**src/rtl/req_pkg.sv**
```systemverilog
`default_nettype none
// ---------------------------------------------------------------------------
// req_pkg : shared widths and FSM state type for the req_arb slice | rev 1.0
// ---------------------------------------------------------------------------
package req_pkg;
  localparam int LEN_W  = 3;
  localparam int MASK_W = 4;
  localparam int ADDR_W = 32;
  localparam int DATA_W = 32;

  typedef enum logic [1:0] {
    ST_IDLE  = 2'd0,
    ST_REQ   = 2'd1,
    ST_WDATA = 2'd2,
    ST_RDATA = 2'd3
  } state_t;
endpackage
`default_nettype wire

```
**src/rtl/req_rr_arb.sv**
```systemverilog
`default_nettype none
// ---------------------------------------------------------------------------
// req_rr_arb : two-way fixed-priority / round-robin grant decision | rev 1.0
// ---------------------------------------------------------------------------
module req_rr_arb
  import req_pkg::*;
#(
  parameter int unsigned M1_PRIO = 1
) (
  input  logic i_req0,
  input  logic i_req1,
  input  logic i_last_m1,
  output logic o_gnt_m1
);

  // On a tie, round-robin hands the grant to whichever master did not finish last.
  always_comb begin
    o_gnt_m1 = i_req1;
    if (i_req0 && i_req1) begin
      o_gnt_m1 = (M1_PRIO != 0) ? 1'b1 : ~i_last_m1;
    end
  end

endmodule
`default_nettype wire

```
**src/rtl/req_arb.sv**
```systemverilog
`default_nettype none
// ---------------------------------------------------------------------------
// req_arb : two-master (CPU / VGA fetch) arbiter in front of one SDRAM port | rev 1.0
// ---------------------------------------------------------------------------
module req_arb
  import req_pkg::*;
#(
  parameter int unsigned M1_PRIO = 1,
  parameter int unsigned CNT_W   = 3
) (
  input  logic              clk_i,
  input  logic              rstn_i,
  input  logic              m0_req_valid,
  output logic              m0_req_ready,
  input  logic              m0_req_we,
  input  logic [LEN_W-1:0]  m0_req_len,
  input  logic [MASK_W-1:0] m0_req_mask,
  input  logic [ADDR_W-1:0] m0_req_addr,
  input  logic              m0_write_valid,
  input  logic [DATA_W-1:0] m0_write_data,
  output logic              m0_read_valid,
  output logic [DATA_W-1:0] m0_read_data,
  input  logic              m0_read_ack,
  input  logic              m1_req_valid,
  output logic              m1_req_ready,
  input  logic              m1_req_we,
  input  logic [LEN_W-1:0]  m1_req_len,
  input  logic [MASK_W-1:0] m1_req_mask,
  input  logic [ADDR_W-1:0] m1_req_addr,
  input  logic              m1_write_valid,
  input  logic [DATA_W-1:0] m1_write_data,
  output logic              m1_read_valid,
  output logic [DATA_W-1:0] m1_read_data,
  input  logic              m1_read_ack,
  output logic              s_req_valid,
  input  logic              s_req_ready,
  output logic              s_req_we,
  output logic [LEN_W-1:0]  s_req_len,
  output logic [MASK_W-1:0] s_req_mask,
  output logic [ADDR_W-1:0] s_req_addr,
  output logic              s_write_valid,
  output logic [DATA_W-1:0] s_write_data,
  input  logic              s_read_valid,
  input  logic [DATA_W-1:0] s_read_data,
  output logic              s_read_ack,
  output logic              busy
);

  state_t             r_state;
  logic               r_gnt;
  logic               r_last;
  logic               r_we;
  logic [LEN_W-1:0]   r_len;
  logic [CNT_W-1:0]   r_cnt;

  logic               w_gnt_next;
  logic               w_in_req;
  logic               w_in_wdata;
  logic               w_in_rdata;
  logic               w_mg_req_valid;
  logic               w_mg_we;
  logic [LEN_W-1:0]   w_mg_len;
  logic [MASK_W-1:0]  w_mg_mask;
  logic [ADDR_W-1:0]  w_mg_addr;
  logic               w_mg_write_valid;
  logic [DATA_W-1:0]  w_mg_write_data;
  logic               w_mg_read_ack;
  logic               w_beat;
  logic               w_last_beat;

  req_rr_arb #(
    .M1_PRIO (M1_PRIO)
  ) u_rr_arb (
    .i_req0    (m0_req_valid),
    .i_req1    (m1_req_valid),
    .i_last_m1 (r_last),
    .o_gnt_m1  (w_gnt_next)
  );

  assign w_in_req   = (r_state == ST_REQ);
  assign w_in_wdata = (r_state == ST_WDATA);
  assign w_in_rdata = (r_state == ST_RDATA);

  assign w_mg_req_valid   = r_gnt ? m1_req_valid   : m0_req_valid;
  assign w_mg_we          = r_gnt ? m1_req_we      : m0_req_we;
  assign w_mg_len         = r_gnt ? m1_req_len     : m0_req_len;
  assign w_mg_mask        = r_gnt ? m1_req_mask    : m0_req_mask;
  assign w_mg_addr        = r_gnt ? m1_req_addr    : m0_req_addr;
  assign w_mg_write_valid = r_gnt ? m1_write_valid : m0_write_valid;
  assign w_mg_write_data  = r_gnt ? m1_write_data  : m0_write_data;
  assign w_mg_read_ack    = r_gnt ? m1_read_ack    : m0_read_ack;

  // Every slave-facing signal is gated by state so reset and IDLE drive all zeros.
  assign s_req_valid   = w_in_req & w_mg_req_valid;
  assign s_req_we      = w_in_req & w_mg_we;
  assign s_req_len     = w_in_req ? w_mg_len  : '0;
  assign s_req_mask    = w_in_req ? w_mg_mask : '0;
  assign s_req_addr    = w_in_req ? w_mg_addr : '0;
  assign m0_req_ready  = w_in_req & ~r_gnt & s_req_ready;
  assign m1_req_ready  = w_in_req &  r_gnt & s_req_ready;

  assign s_write_valid = w_in_wdata & r_we & w_mg_write_valid;
  assign s_write_data  = w_in_wdata ? w_mg_write_data : '0;

  assign s_read_ack    = w_in_rdata & w_mg_read_ack;
  assign m0_read_valid = w_in_rdata & ~r_gnt & s_read_valid;
  assign m1_read_valid = w_in_rdata &  r_gnt & s_read_valid;
  assign m0_read_data  = w_in_rdata ? s_read_data : '0;
  assign m1_read_data  = w_in_rdata ? s_read_data : '0;

  assign busy        = (r_state != ST_IDLE);
  assign w_beat      = s_write_valid | (s_read_valid & s_read_ack);
  assign w_last_beat = (r_cnt == CNT_W'(r_len));

  always_ff @(posedge clk_i or negedge rstn_i) begin
    if (!rstn_i) begin
      r_state <= ST_IDLE;
      r_gnt   <= 1'b0;
      r_last  <= 1'b1;
      r_we    <= 1'b0;
      r_len   <= '0;
      r_cnt   <= '0;
    end else begin
      case (r_state)
        ST_IDLE: begin
          if (m0_req_valid || m1_req_valid) begin
            r_gnt   <= w_gnt_next;
            r_state <= ST_REQ;
          end
        end
        ST_REQ: begin
          if (!w_mg_req_valid) begin
            r_state <= ST_IDLE;
          end else if (s_req_ready) begin
            r_we    <= w_mg_we;
            r_len   <= w_mg_len;
            r_cnt   <= '0;
            r_state <= w_mg_we ? ST_WDATA : ST_RDATA;
          end
        end
        ST_WDATA, ST_RDATA: begin
          if (w_beat) begin
            if (w_last_beat) begin
              r_state <= ST_IDLE;
              r_last  <= r_gnt;
            end else begin
              r_cnt <= r_cnt + CNT_W'(1);
            end
          end
        end
        default: r_state <= ST_IDLE;
      endcase
    end
  end

endmodule
`default_nettype wire

```
**config.mk**
```make
export PLATFORM = sky130hd
export DESIGN_NAME = req_arb
export DESIGN_NICKNAME = d
export VERILOG_FILES = /design/src/rtl/req_pkg.sv /design/src/rtl/req_rr_arb.sv /design/src/rtl/req_arb.sv
export SDC_FILE = /design/constraint.sdc
export NUM_CORES = 1
export LEC_CHECK = 0
export CAP_MARGIN = 20
export CELL_PAD_IN_SITES_DETAIL_PLACEMENT = 1
export CELL_PAD_IN_SITES_GLOBAL_PLACEMENT = 1
export CORE_MARGIN = 2
export CORE_UTILIZATION = 14
export CTS_CLUSTER_DIAMETER = 100
export CTS_CLUSTER_SIZE = 16
export DETAILED_ROUTE_END_ITERATION = 7
export PLACE_DENSITY = 0.87
export SETUP_SLACK_MARGIN = 0.02
export SKIP_CTS_REPAIR_TIMING = 1
export SLEW_MARGIN = 30
export SYNTH_ARGS = -nofsm -noshare
export SYNTH_HDL_FRONTEND = slang
export SYNTH_SLANG_ARGS = --single-unit
```
**constraint.sdc**
```tcl
create_clock -name clk_i -period 2 [get_ports clk_i]
set_input_delay 0.3 -clock clk_i [delete_from_list [all_inputs] [get_ports clk_i]]
set_output_delay 0.3 -clock clk_i [all_outputs]
set_load 0.005 [all_outputs]
```
### Yosys cells after proc, flatten, opt, wreduce, memory -nomap -nowiden

Cells that the tools add are included.

* register bits: 10
* input bits: 186
* word-level logic and storage cells: 69

* add/sub/neg operators: 1
* equality and inequality tests: 11
* mux-type cells: 26
* bitwise logic cells: 16
* reductions and logical operators: 10

Operator list (number)
* $mux W32: 5
* $mux W3: 6
* $and A1 B1 Y1: 14
* $mux W2: 5
* $ne A2 B2 Y1 const B: 5
* $mux W4: 2
* $mux W1: 6
* $pmux W2 S3: 1
* $pmux W3 S2: 1
* $reduce_and A5 Y1: 1
* $eq A2 B2 Y1 const B: 2
* $reduce_and A4 Y1: 1
* $reduce_bool A2 Y1: 2
* $add A3 B1 Y3 const B: 1
* $eq A3 B3 Y1: 1
* $ne A3 B3 Y1 const B: 1
* $reduce_and A3 Y1: 1
* $eq A2 B1 Y1 const B: 1
* $logic_not A2 Y1: 1
* $ne A2 B1 Y1 const B: 1
* $reduce_and A2 Y1: 1
* $reduce_or A2 Y1: 1
* $logic_and A1 B1 Y1: 1
* $logic_or A1 B1 Y1: 1
* 2 further kinds: 2

### Longest topological paths before layout

* depth after elaboration: 6
* depth in mapped cells: 6
* gate-level depth less buffers: 4

### By module

From an unflattened synthesis, not the netlist that was laid out.

* cells, all modules: 304
* area total of the unflattened synthesis: 2205.9 µm²

Modules (own cells, without submodules)
* req_arb: instances 1, cells each 303, area an instance 2202.1 µm²
* req_rr_arb: instances 1, cells each 1, area an instance 3.8 µm²

### Least setup slack after synthesis

No wires, ideal clock.

* path kind: flip-flop to flip-flop
* start: register r_cnt[0]
* end: register r_state[0]
* library setup time: 0.123 ns
* arrival time: 1.550 ns
* data required time: 1.877 ns
* slack: 0.328 ns
* cell stages (with the launch flop): 5
* path buffers: 0
* period minus slack after synthesis: 1.672 ns
* path through: dfrtp_1 xor2_1 or3_4 or4_1 o221a_2

* longest elaborated chain between the ends: 3

RTL lines
* start, declared: line req_arb.sv:54 `logic [CNT_W-1:0] r_cnt;`
* start signal, assigned: line req_arb.sv:147 `r_cnt <= r_cnt + CNT_W'(1);`
* $eq A3 B3 Y1: line req_arb.sv:113 `assign w_last_beat = (r_cnt == CNT_W'(r_len));`
* $ne A2 B2 Y1 (no line)
* $reduce_and A4 Y1 (no line)
* end signal, assigned: line req_arb.sv:138 `r_state <= w_mg_we ? ST_WDATA : ST_RDATA;`
* end, declared: line req_arb.sv:49 `state_t r_state;`

No other way between the ends.
A chain may end at the register's enable or synchronous reset.

### Worst setup path after layout

* start: register r_gnt
* end: output s_req_len[1]

* longest elaborated chain between the ends: 2

RTL lines
* start, declared: line req_arb.sv:50 `logic r_gnt;`
* start signal, assigned: line req_arb.sv:127 `r_gnt <= w_gnt_next;`
* $mux W3: line req_arb.sv:86 `assign w_mg_len = r_gnt ? m1_req_len : m0_req_len;`
* $mux W3: line req_arb.sv:96 `assign s_req_len = w_in_req ? w_mg_len : '0;`
* end, declared: line req_arb.sv:38 `output logic [LEN_W-1:0] s_req_len,`

No other way between the ends.

==> key figures <==
Routing
  • DR vias/cell: 4.206
  • Post-DRT Antenna Nets: 0
  • Drt pass-1 iters: 4
  • Total wire length: 13550 um
  • DR vias: 3348
  • Top sig layer: met4
  • Post-DR wirelength/cell: 17.02 um
  • WL met3: 1123 um
  • # DRC: 0
  • WL met2: 7218 um
  • Met1 WL: 5026 um
  • Iter 0 DRT Violations: 73

Cells and area
  • FF/Latch Area: 255.2 sq um
  • Area of the multi-input gates: 1668 sq um
  • Final Util: 40.02%
  • Share of cells above drive strength 1: 10.03%
  • Fin nets: 796
  • Area Overhead vs Synth: 178.3%
  • Fill cells: 1750
  • N_diodes: 0

Timing
  • Setup WS post-layout: -0.07905 ns
  • Fin. max-slew vios: 0
  • Worst slew pin tran: 0.4980 ns
  • Max Clk Rate: 0.4810 GHz
  • Unrepaired setup endpoints after global routing: yes
  • Slew margin rel.: 66.70%
  • Clock Skew: 0.002440 ns
  • Period utilization: 104.0%
  • Hold WS: 0.3966 ns
  • Final setup vio count: 35
  • Total Neg Setup Slack: -0.9142 ns
  • Crit path time final: 2.079 ns
  • Final hold vios: 0

Clocking
  • Worst skew pair latency: 0.24 ns
  • Clock Sinks: 10
  • Worst-case clock buffer depth: 2
  • CTS buffer count: 3
  • TritonCTS clock tree: yes
  • Reg clk slew, reported paths: 0.04 ns
  • Clock root buffer: clkbuf_16
  • H-tree depth: 1

Die
  • Die Ht: 129.0 um
  • Cell Rows: 45
  • Die W: 129.0 um
  • Core ar.: 15200 sq um
  • Starting Density: 14.38%
  • DIE AREA: 16630 sq um
  • # IOs: 330

Logic synthesis
  • Synth unique cells: 35
  • Sequential share of the synthesized area: 11.45%
  • Cell count after synthesis: 305
  • Post-Syn Area: 2186 sq um
  • Synth Area per Inst: 7.167 sq um
  • Synthesized Nets: 492
  • Yosys reg bits: 10
  • Yosys warnings: 0

Power
  • Comb power frac: 86.3%
  • Switching Share: 39.43%
  • Clk pwr share: 6.2%
  • Pwr/cell area: 980.6 nW/um^2
  • Total power: 5965 uW
  • Lkg Pwr: 0.003809 uW
  • Net Switching: 2352 uW
  • Max IR drop VDD: 0.0004247 V
  • Cell internal pwr: 3613 uW
  • Reg power frac: 7.4%

Global route
  • Antenna violations before repair: 1
  • Largest net degree at the start of global routing: 35
  • Grt total ovfl: 0
  • Overall Global Routing Usage: 14.03%
  • Vias in the first global route: 3327
  • First-pass GRT wire length: 18130 um

Hold path
  • Worst Hold Class: in -> async

Place
  • I/O Buffers: 329
  • Post-DP HPWL: 11050 um
  • Final GP Congestion: 0.7848

Critical path
  • Critical Path RT: 1.70 ns
  • CP Max Fanout: 30
  • Setup crit end kind: primary output
  • Crit path DAT: 1.78 ns
  • Crit start category: register
  • Crit Path Class: reg -> out

Outcome
  • Failing checks: setup timing
  • Status: finished with violations

Flow run
  • Max-cap violations: 0
-- cells in the mapped netlist, drive strengths merged --
| library cell | count | area, sq um |
|---|---|---|
| mux2i | 74 | 740.7 |
| a211o | 3 | 26.28 |
| dfrtp | 10 | 250.2 |
| nor2b | 1 | 6.260 |
| o211a | 1 | 10.01 |
| nand2b | 2 | 12.51 |
| nand3 | 1 | 5.000 |
| ha | 1 | 12.51 |
| and3 | 34 | 212.7 |
| o221a | 1 | 11.26 |
| a2111oi | 1 | 10.01 |
| buf | 44 | 309.1 |
| o21a | 1 | 7.510 |
| nand3b | 1 | 7.510 |
| o32a | 1 | 10.01 |
| o21ai | 5 | 25.02 |
| a22o | 1 | 8.760 |
| o21bai | 1 | 7.510 |
| a21oi | 1 | 5.000 |
| nor2 | 80 | 300.3 |
| or3 | 1 | 11.26 |
| mux2 | 1 | 11.26 |
| inv | 5 | 18.77 |
| or2 | 1 | 6.260 |
| nand2 | 7 | 26.28 |
| xor2 | 3 | 26.28 |
| clkbuf | 16 | 60.06 |
| o31ai | 1 | 7.510 |
| nor3 | 2 | 10.01 |
| or4 | 1 | 7.510 |
| a211oi | 3 | 22.52 |
-- path summary, 6_finish.rpt --
path	start	slack [ns]	endpoint	cells past startpoint
worst max-delay path	r_gnt	-0.08	s_req_len[1]	4
worst min-delay path	rstn_i	0.40	r_cnt[0]	1
worst max register to register	r_gnt	0	r_state[0]	6
worst min register to register	r_len[0]	0.50	r_len[0]	2
max in group asynchronous	rstn_i	1.23	r_gnt	1
min in group clk_i	r_len[0]	0.50	r_len[0]	2
-- layout make-up --
class	count	share of cell area, %
timing repair buffer	359	62.92
tap	188	3.867
inverter	5	0.3085
multi-input combinational	230	27.42
clock buffer	4	1.296
sequential	10	4.196
-- power by group through the flow --
stage	sequential, uW	clock, uW	combinational, uW
after CTS	481	374	4820
after floorplan	362	0	2400
after global routing	463	394	5550
after global placement	477	0	4730
after detailed placement	483	0	4800
final	443	372	5150
-- stage by stage --
stage	area, sq um	instances	worst slack (ns)
3_3_place_gp	5552	782	0.01853
4_1_cts	5630	786	-0.2165
2_1_floorplan	2186	305	0.3278
3_5_place_dp	5552	782	0.009401
5_1_grt	6083	796	-0.1598
6_report	6083	796	-0.07905
-- layout by cell type, fill, tap and decap left out, drive strengths merged, types with 5 or more instances in the layout --
| master | n |
|---|---|
| and3 | 34 |
| buf | 28 |
| clkbuf | 6 |
| clkdlybuf4s50 | 251 |
| dfrtp | 10 |
| dlymetal6s2s | 78 |
| inv | 5 |
| mux2i | 74 |
| nand2 | 7 |
| nor2 | 80 |
| o21ai | 5 |
-- critical path: stages, from the launching register on --
cell and delay (ns):
dfrtp_4 0.52, buf_12 0.19, mux2i_2 0.18, nor2_1 0.09, clkdlybuf4s50_1 0.52
-- registers in the layout, indices dropped and copies added, names as in the netlist --
name and cells:
r_state 2, r_we 1, r_cnt 3, r_len 3
r_gnt 1
-- routing by layer --
metal / vias to the layer above / track usage [%]
li1: 1616 / -
met4: 0 / 1.982
met1: 1560 / 15.88
met5: - / 0
met3: 14 / 4.532
met2: 158 / 26.21
-- logic make-up after synthesis --
kind of cell | synth area share, %
simple gates | 27.71
mux | 34.40
buf+inv | 17.75
compound gates | 6.926
flops | 11.45
xor+xnor | 1.202
fa+ha+maj | 0.5723
(Power assumes the default switching activity.)
==> RTL edit 1 (same flow settings) <==
The parameter `CNT_W` goes from 3 to 6.
--- a/src/rtl/req_arb.sv
+++ b/src/rtl/req_arb.sv
@@ -8,3 +8,3 @@
   parameter int unsigned M1_PRIO = 1,
-  parameter int unsigned CNT_W   = 3
+  parameter int unsigned CNT_W   = 6
 ) (
Behaviour: same outputs for any inputs over 10 cycles, from zero or initial values and one cycle with rstn_i low; that may be too few to reach the edited logic, so the function may still have changed.
==> RTL edit 1 against the unedited design <==
- core utilization is 2.0 points lower
- total power down 12%
- worst hold slack improved by 0.053 ns
- synthesized area is 11% higher
- routed wire length rose by 16%
- sequential power rose by 12%
- count of clock-buffer cells in the layout unchanged
- worst setup slack improved by 0.16 ns
- sequential cell count up 3
- cell area rose by 6.9%
==> RTL edit 1: results (changes against the unedited design) <==
----------------------------------------------------
[Run status]
  Status ... finished, final reports clean (was finished with violations)

[Worst setup path]
  Family with the most delay on the worst path ... compound AO/OA/AOI/OAI gates (was buffers and inverters)
  Largest stage delay on the critical path ... 0.50 ns (was 0.52 ns)
  Worst path arrival time ... 2.05 ns (was 1.78 ns)
  Worst-path maximum fanout ... 5 (was 30)
  Critical path origin ... r_gnt$_DFFE_PN0P_ (unchanged)

[Yosys]
  Arithmetic-cell share of the synthesized area counting full adders, half adders and majority gates ... 0.005155 (was 0.005724)
  Post-synthesis share of cell area spent on xor and xnor gates ... 0.01082 (was 0.01202)
  Largest cells by area after synthesis ... sky130_fd_sc_hd__mux2i_1, sky130_fd_sc_hd__dfrtp_1, sky130_fd_sc_hd__nor2_1 (was sky130_fd_sc_hd__mux2i_1, sky130_fd_sc_hd__nor2_1, sky130_fd_sc_hd__dfrtp_1)
  Number of distinct library cell variants in the gate-level netlist after synthesis ... 44 (was 35)
  Multiplexer share of the synthesized area ... 0.3180 (was 0.3440)
  Synth Net Count ... 521 (was 492)
  Commonest cells post-synth ... sky130_fd_sc_hd__nor2_1, sky130_fd_sc_hd__mux2i_1, sky130_fd_sc_hd__and3_1 (unchanged)
  Part of the Yosys area used for sequential elements ... 0.1340 (was 0.1145)
  Synth Area in Compound Gates ... 0.08557 (was 0.06926)

[Global route]
  Via count of the first global-routing pass ... 3658 (was 3327)
  Total track usage ... 0.1464 (was 0.1403)
  Pin count of the biggest net entering global routing ... 43 (was 35)

[Cells and area]
  Leading registers by flop count ... r_cnt x6, r_len x3, r_state x2 (was r_cnt x3, r_len x3, r_state x2)
  Layout cells sized above 1 ... 0.1003 (about the same)

[Power]
  Sw Pwr ... 1.987 mW (was 2.352 mW)
  Max IR drop VDD ... 0.4241 mV (was 0.4247 mV)
  Standby leakage power ... 4.323 nW (was 3.809 nW)

[Placement]
  DP HPWL ... 12.72 mm (was 11.05 mm)
  Placer Congestion ... 0.7922 (was 0.7848)
  Instance area at placement ... 0.005832 sq mm (was 0.005552 sq mm)

[STA]
  Maximum clock skew at final layout ... 0.003487 ns (was 0.002440 ns)
  Worst relative slew slack ... 0.5705 (was 0.6670)

[Drt]
  Post-DR vias/cell ... 4.262 (was 4.206)
  Average routed wire per standard cell ... 18.14 um (was 17.02 um)
  Starting DRC count in detailed routing ... 40 (was 73)

----------------------------------------------------
[RTL edit 1: changes by cell type in the layout (fill, tap and decap cells not counted), moves of 4 or more]
cell	change
sky130_fd_sc_hd__clkdlybuf4s50_1	-41
sky130_fd_sc_hd__nand3_1	+4
sky130_fd_sc_hd__nand2_1	+7
sky130_fd_sc_hd__nor3_1	+4
sky130_fd_sc_hd__dlymetal6s2s_1	+41
sky130_fd_sc_hd__mux2i_1	-5
[RTL edit 1: layer usage]
layer / track usage / part of all wire / vias up / wire length, um
met1: 0.1562 / 0.35 / 1708 / 5556
met4: 0.02257 / 0.015 / 0 / 231
met3: 0.03404 / 0.088 / 16 / 1382
met2: 0.2935 / 0.54 / 216 / 8499
met5: 0 / 0 / - / 0
li1: - / - / 1742 / -
[RTL edit 1: final timing paths]
path | slack (ns) | end | cells past startpoint
max | 0.08 | r_cnt[4]$_DFFE_PN0P_ | 6
min | 0.45 | r_cnt[5]$_DFFE_PN0P_ | 1
max reg2reg | 0.08 | r_cnt[4]$_DFFE_PN0P_ | 6
min reg2reg | 0.52 | r_len[1]$_DFFE_PN0P_ | 2
max in group asynchronous | 1.07 | r_gnt$_DFFE_PN0P_ | 1
min in group clk_i | 0.52 | r_len[1]$_DFFE_PN0P_ | 2
[RTL edit 1: cell families (layout without fill, tap and decap cells)]
group / Yosys count / count (layout)
compound gates: 27 / 27
flops: 13 / 13
other cells: 0 / 1
simple gates: 149 / 149
xor+xnor: 3 / 3
fa+ha+maj: 1 / 1
buf+inv: 65 / 369
mux: 76 / 76
[RTL edit 1: final cells by class]
class                           count  area, sq um
Sequential cell                    13        331.6
Inverter                            5        18.77
Multi-Input combinational cell    256         1815
Clock buffer                        4        78.83
Timing Repair Buffer              360         3975
Tap cell                          225        281.5
Fill cell                        1961        10610
Antenna cell                        1        2.502
[RTL edit 1: power groups by stage]
stage          sequential [mW]  clock (mW)  combinational [mW]
2_1_floorplan            0.427           0                2.08
3_3_place_gp             0.541           0                3.83
5_1_grt                  0.516       0.403                4.65
4_1_cts                  0.551       0.395                3.90
3_5_place_dp             0.555           0                3.89
6_report                 0.497       0.390                4.33
[RTL edit 1: stage by stage]
step,instances,setup TNS (ns),power (mW),util,worst slack (ns)
global route,863,0,5.564,0.3798,0.01791
finish,864,0,5.222,0.3800,0.07845
floorplan,334,0,2.503,-,0.4902
global placement,847,-0.03629,4.375,0.3407,-0.03629
detailed placement,847,-0.09507,4.444,0.3407,-0.06336
CTS,851,-13.72,4.850,0.3453,-0.3261
==> RTL edit 2 (same settings) <==
Made on the original files. Encoding of `state_t`: now one-hot (4 bits for 4 states).
--- a/src/rtl/req_pkg.sv
+++ b/src/rtl/req_pkg.sv
@@ -10,7 +10,7 @@
 
-  typedef enum logic [1:0] {
-    ST_IDLE  = 2'd0,
-    ST_REQ   = 2'd1,
-    ST_WDATA = 2'd2,
-    ST_RDATA = 2'd3
+  typedef enum logic [3:0] {
+    ST_IDLE  = 4'b0001,
+    ST_REQ   = 4'b0010,
+    ST_WDATA = 4'b0100,
+    ST_RDATA = 4'b1000
   } state_t;
Function: same outputs for any inputs over 10 cycles, from zero or initial values and one cycle with rstn_i low; not proved beyond that.
==> RTL edit 2 against the unedited design <==
- the run still ends with setup timing left
- worst setup slack worse by 0.31 ns
- sequential cell count is 2 higher
- worst hold slack better by 0.021 ns
- cell area is 1.7% lower
- clock skew is 0.0013 ns lower
- critical path depth did not move
- synthesized area grew 3.1%
- global-route usage decreased by 0.74 points
- register-to-register slack got worse by 0.13 ns
- total power shrank 38%
- routed wire length rose by 4.2%
- critical path type unchanged
- largest cell class unchanged
==> RTL edit 2: results (changes against the unedited design) <==
----------------------------------------------------
[STA]
  Maximum clock skew at final layout ... 0.001107 ns (was 0.002440 ns)
  Smallest setup slack after layout ... -0.3934 ns (was -0.07905 ns)
  Final setup violating endpoints ... 104 (was 35)

[Run status]
  Failing checks ... setup timing (unchanged)
  Status ... finished with violations (unchanged)

[Power]
  Proportion of power drawn by the clock network ... 0.111 (was 0.062)
  Standby leakage power ... 3.402 nW (was 3.809 nW)
  Max IR drop VDD ... 0.3647 mV (was 0.4247 mV)

[Yosys]
  Synth Net Count ... 491 (was 492)
  Part of the Yosys area used for sequential elements ... 0.1338 (was 0.1145)
  Commonest cells post-synth ... sky130_fd_sc_hd__mux2i_1, sky130_fd_sc_hd__nor2_1, sky130_fd_sc_hd__buf_4 (was sky130_fd_sc_hd__nor2_1, sky130_fd_sc_hd__mux2i_1, sky130_fd_sc_hd__and3_1)
  Largest cells by area after synthesis ... sky130_fd_sc_hd__mux2i_1, sky130_fd_sc_hd__nor2_1, sky130_fd_sc_hd__dfrtp_1 (unchanged)
  Mean cell area of the mapped netlist ... 7.413 sq um (was 7.167 sq um)

[Worst setup path]
  Terminus of the critical flop-to-flop path ... r_cnt[2]$_DFFE_PN0P_ (was r_state[0]$_DFFE_PN0P_)
  RR Startpoint ... r_state[3]$_DFFE_PN0P_ (was r_gnt$_DFFE_PN0P_)
  Crit path capture ... s_req_addr[26] (was s_req_len[1])
  Worst reg2reg setup slack ... -0.13 ns (was 0 ns)
  Worst-path maximum fanout ... 43 (was 30)

[Global route]
  Global-route wire length before repair ... 17.63 mm (was 18.13 mm)
  GR Layer Usage met1 ... 0.1370 (was 0.1588)
  Total track usage ... 0.1329 (was 0.1403)

[Placement]
  Instance area at placement ... 0.005802 sq mm (was 0.005552 sq mm)

[Drt]
  Met3 routed wirelength ... 1.133 mm (was 1.123 mm)
  Starting DRC count in detailed routing ... 40 (was 73)
  Wl on met1 ... 4.821 mm (was 5.026 mm)
  Met2 routed wirelength ... 7.987 mm (was 7.218 mm)
  Average routed wire per standard cell ... 16.56 um (was 17.02 um)
  Wirelength, routed ... 14.11 mm (was 13.55 mm)

[Cells and area]
  Layout cells sized above 1 ... 0.2846 (was 0.1003)
  Filler cell count in the final layout ... 1862 (was 1750)

----------------------------------------------------
RTL edit 2: cell count changes after synthesis, moves of 4 or more:
cell,delta
sky130_fd_sc_hd__mux2i_1,+4
sky130_fd_sc_hd__clkbuf_1,-4
sky130_fd_sc_hd__and2_1,+32
sky130_fd_sc_hd__buf_1,+6
sky130_fd_sc_hd__o21ai_1,-4
sky130_fd_sc_hd__and3_1,-32
sky130_fd_sc_hd__buf_2,-8
RTL edit 2: cell families after synthesis:
group / count (synthesis) / share of synthesized area
and+or+nand+nor: 136 / 0.2948
adders and majority gates: 1 / 0.005552
muxes: 78 / 0.3465
buffers and inverters: 58 / 0.1594
xor gates and xnor gates: 4 / 0.01555
DFF: 12 / 0.1338
AOI/OAI and AO/OA: 15 / 0.04443
RTL edit 2: final cells by class:
| cell class | instances | area share |
|---|---|---|
| clock buffer | 4 | 0.01486 |
| inverter | 3 | 0.001884 |
| multi-input combinational | 234 | 0.2935 |
| sequential | 12 | 0.05129 |
| tap | 216 | 0.04522 |
| timing repair buffer | 383 | 0.5933 |
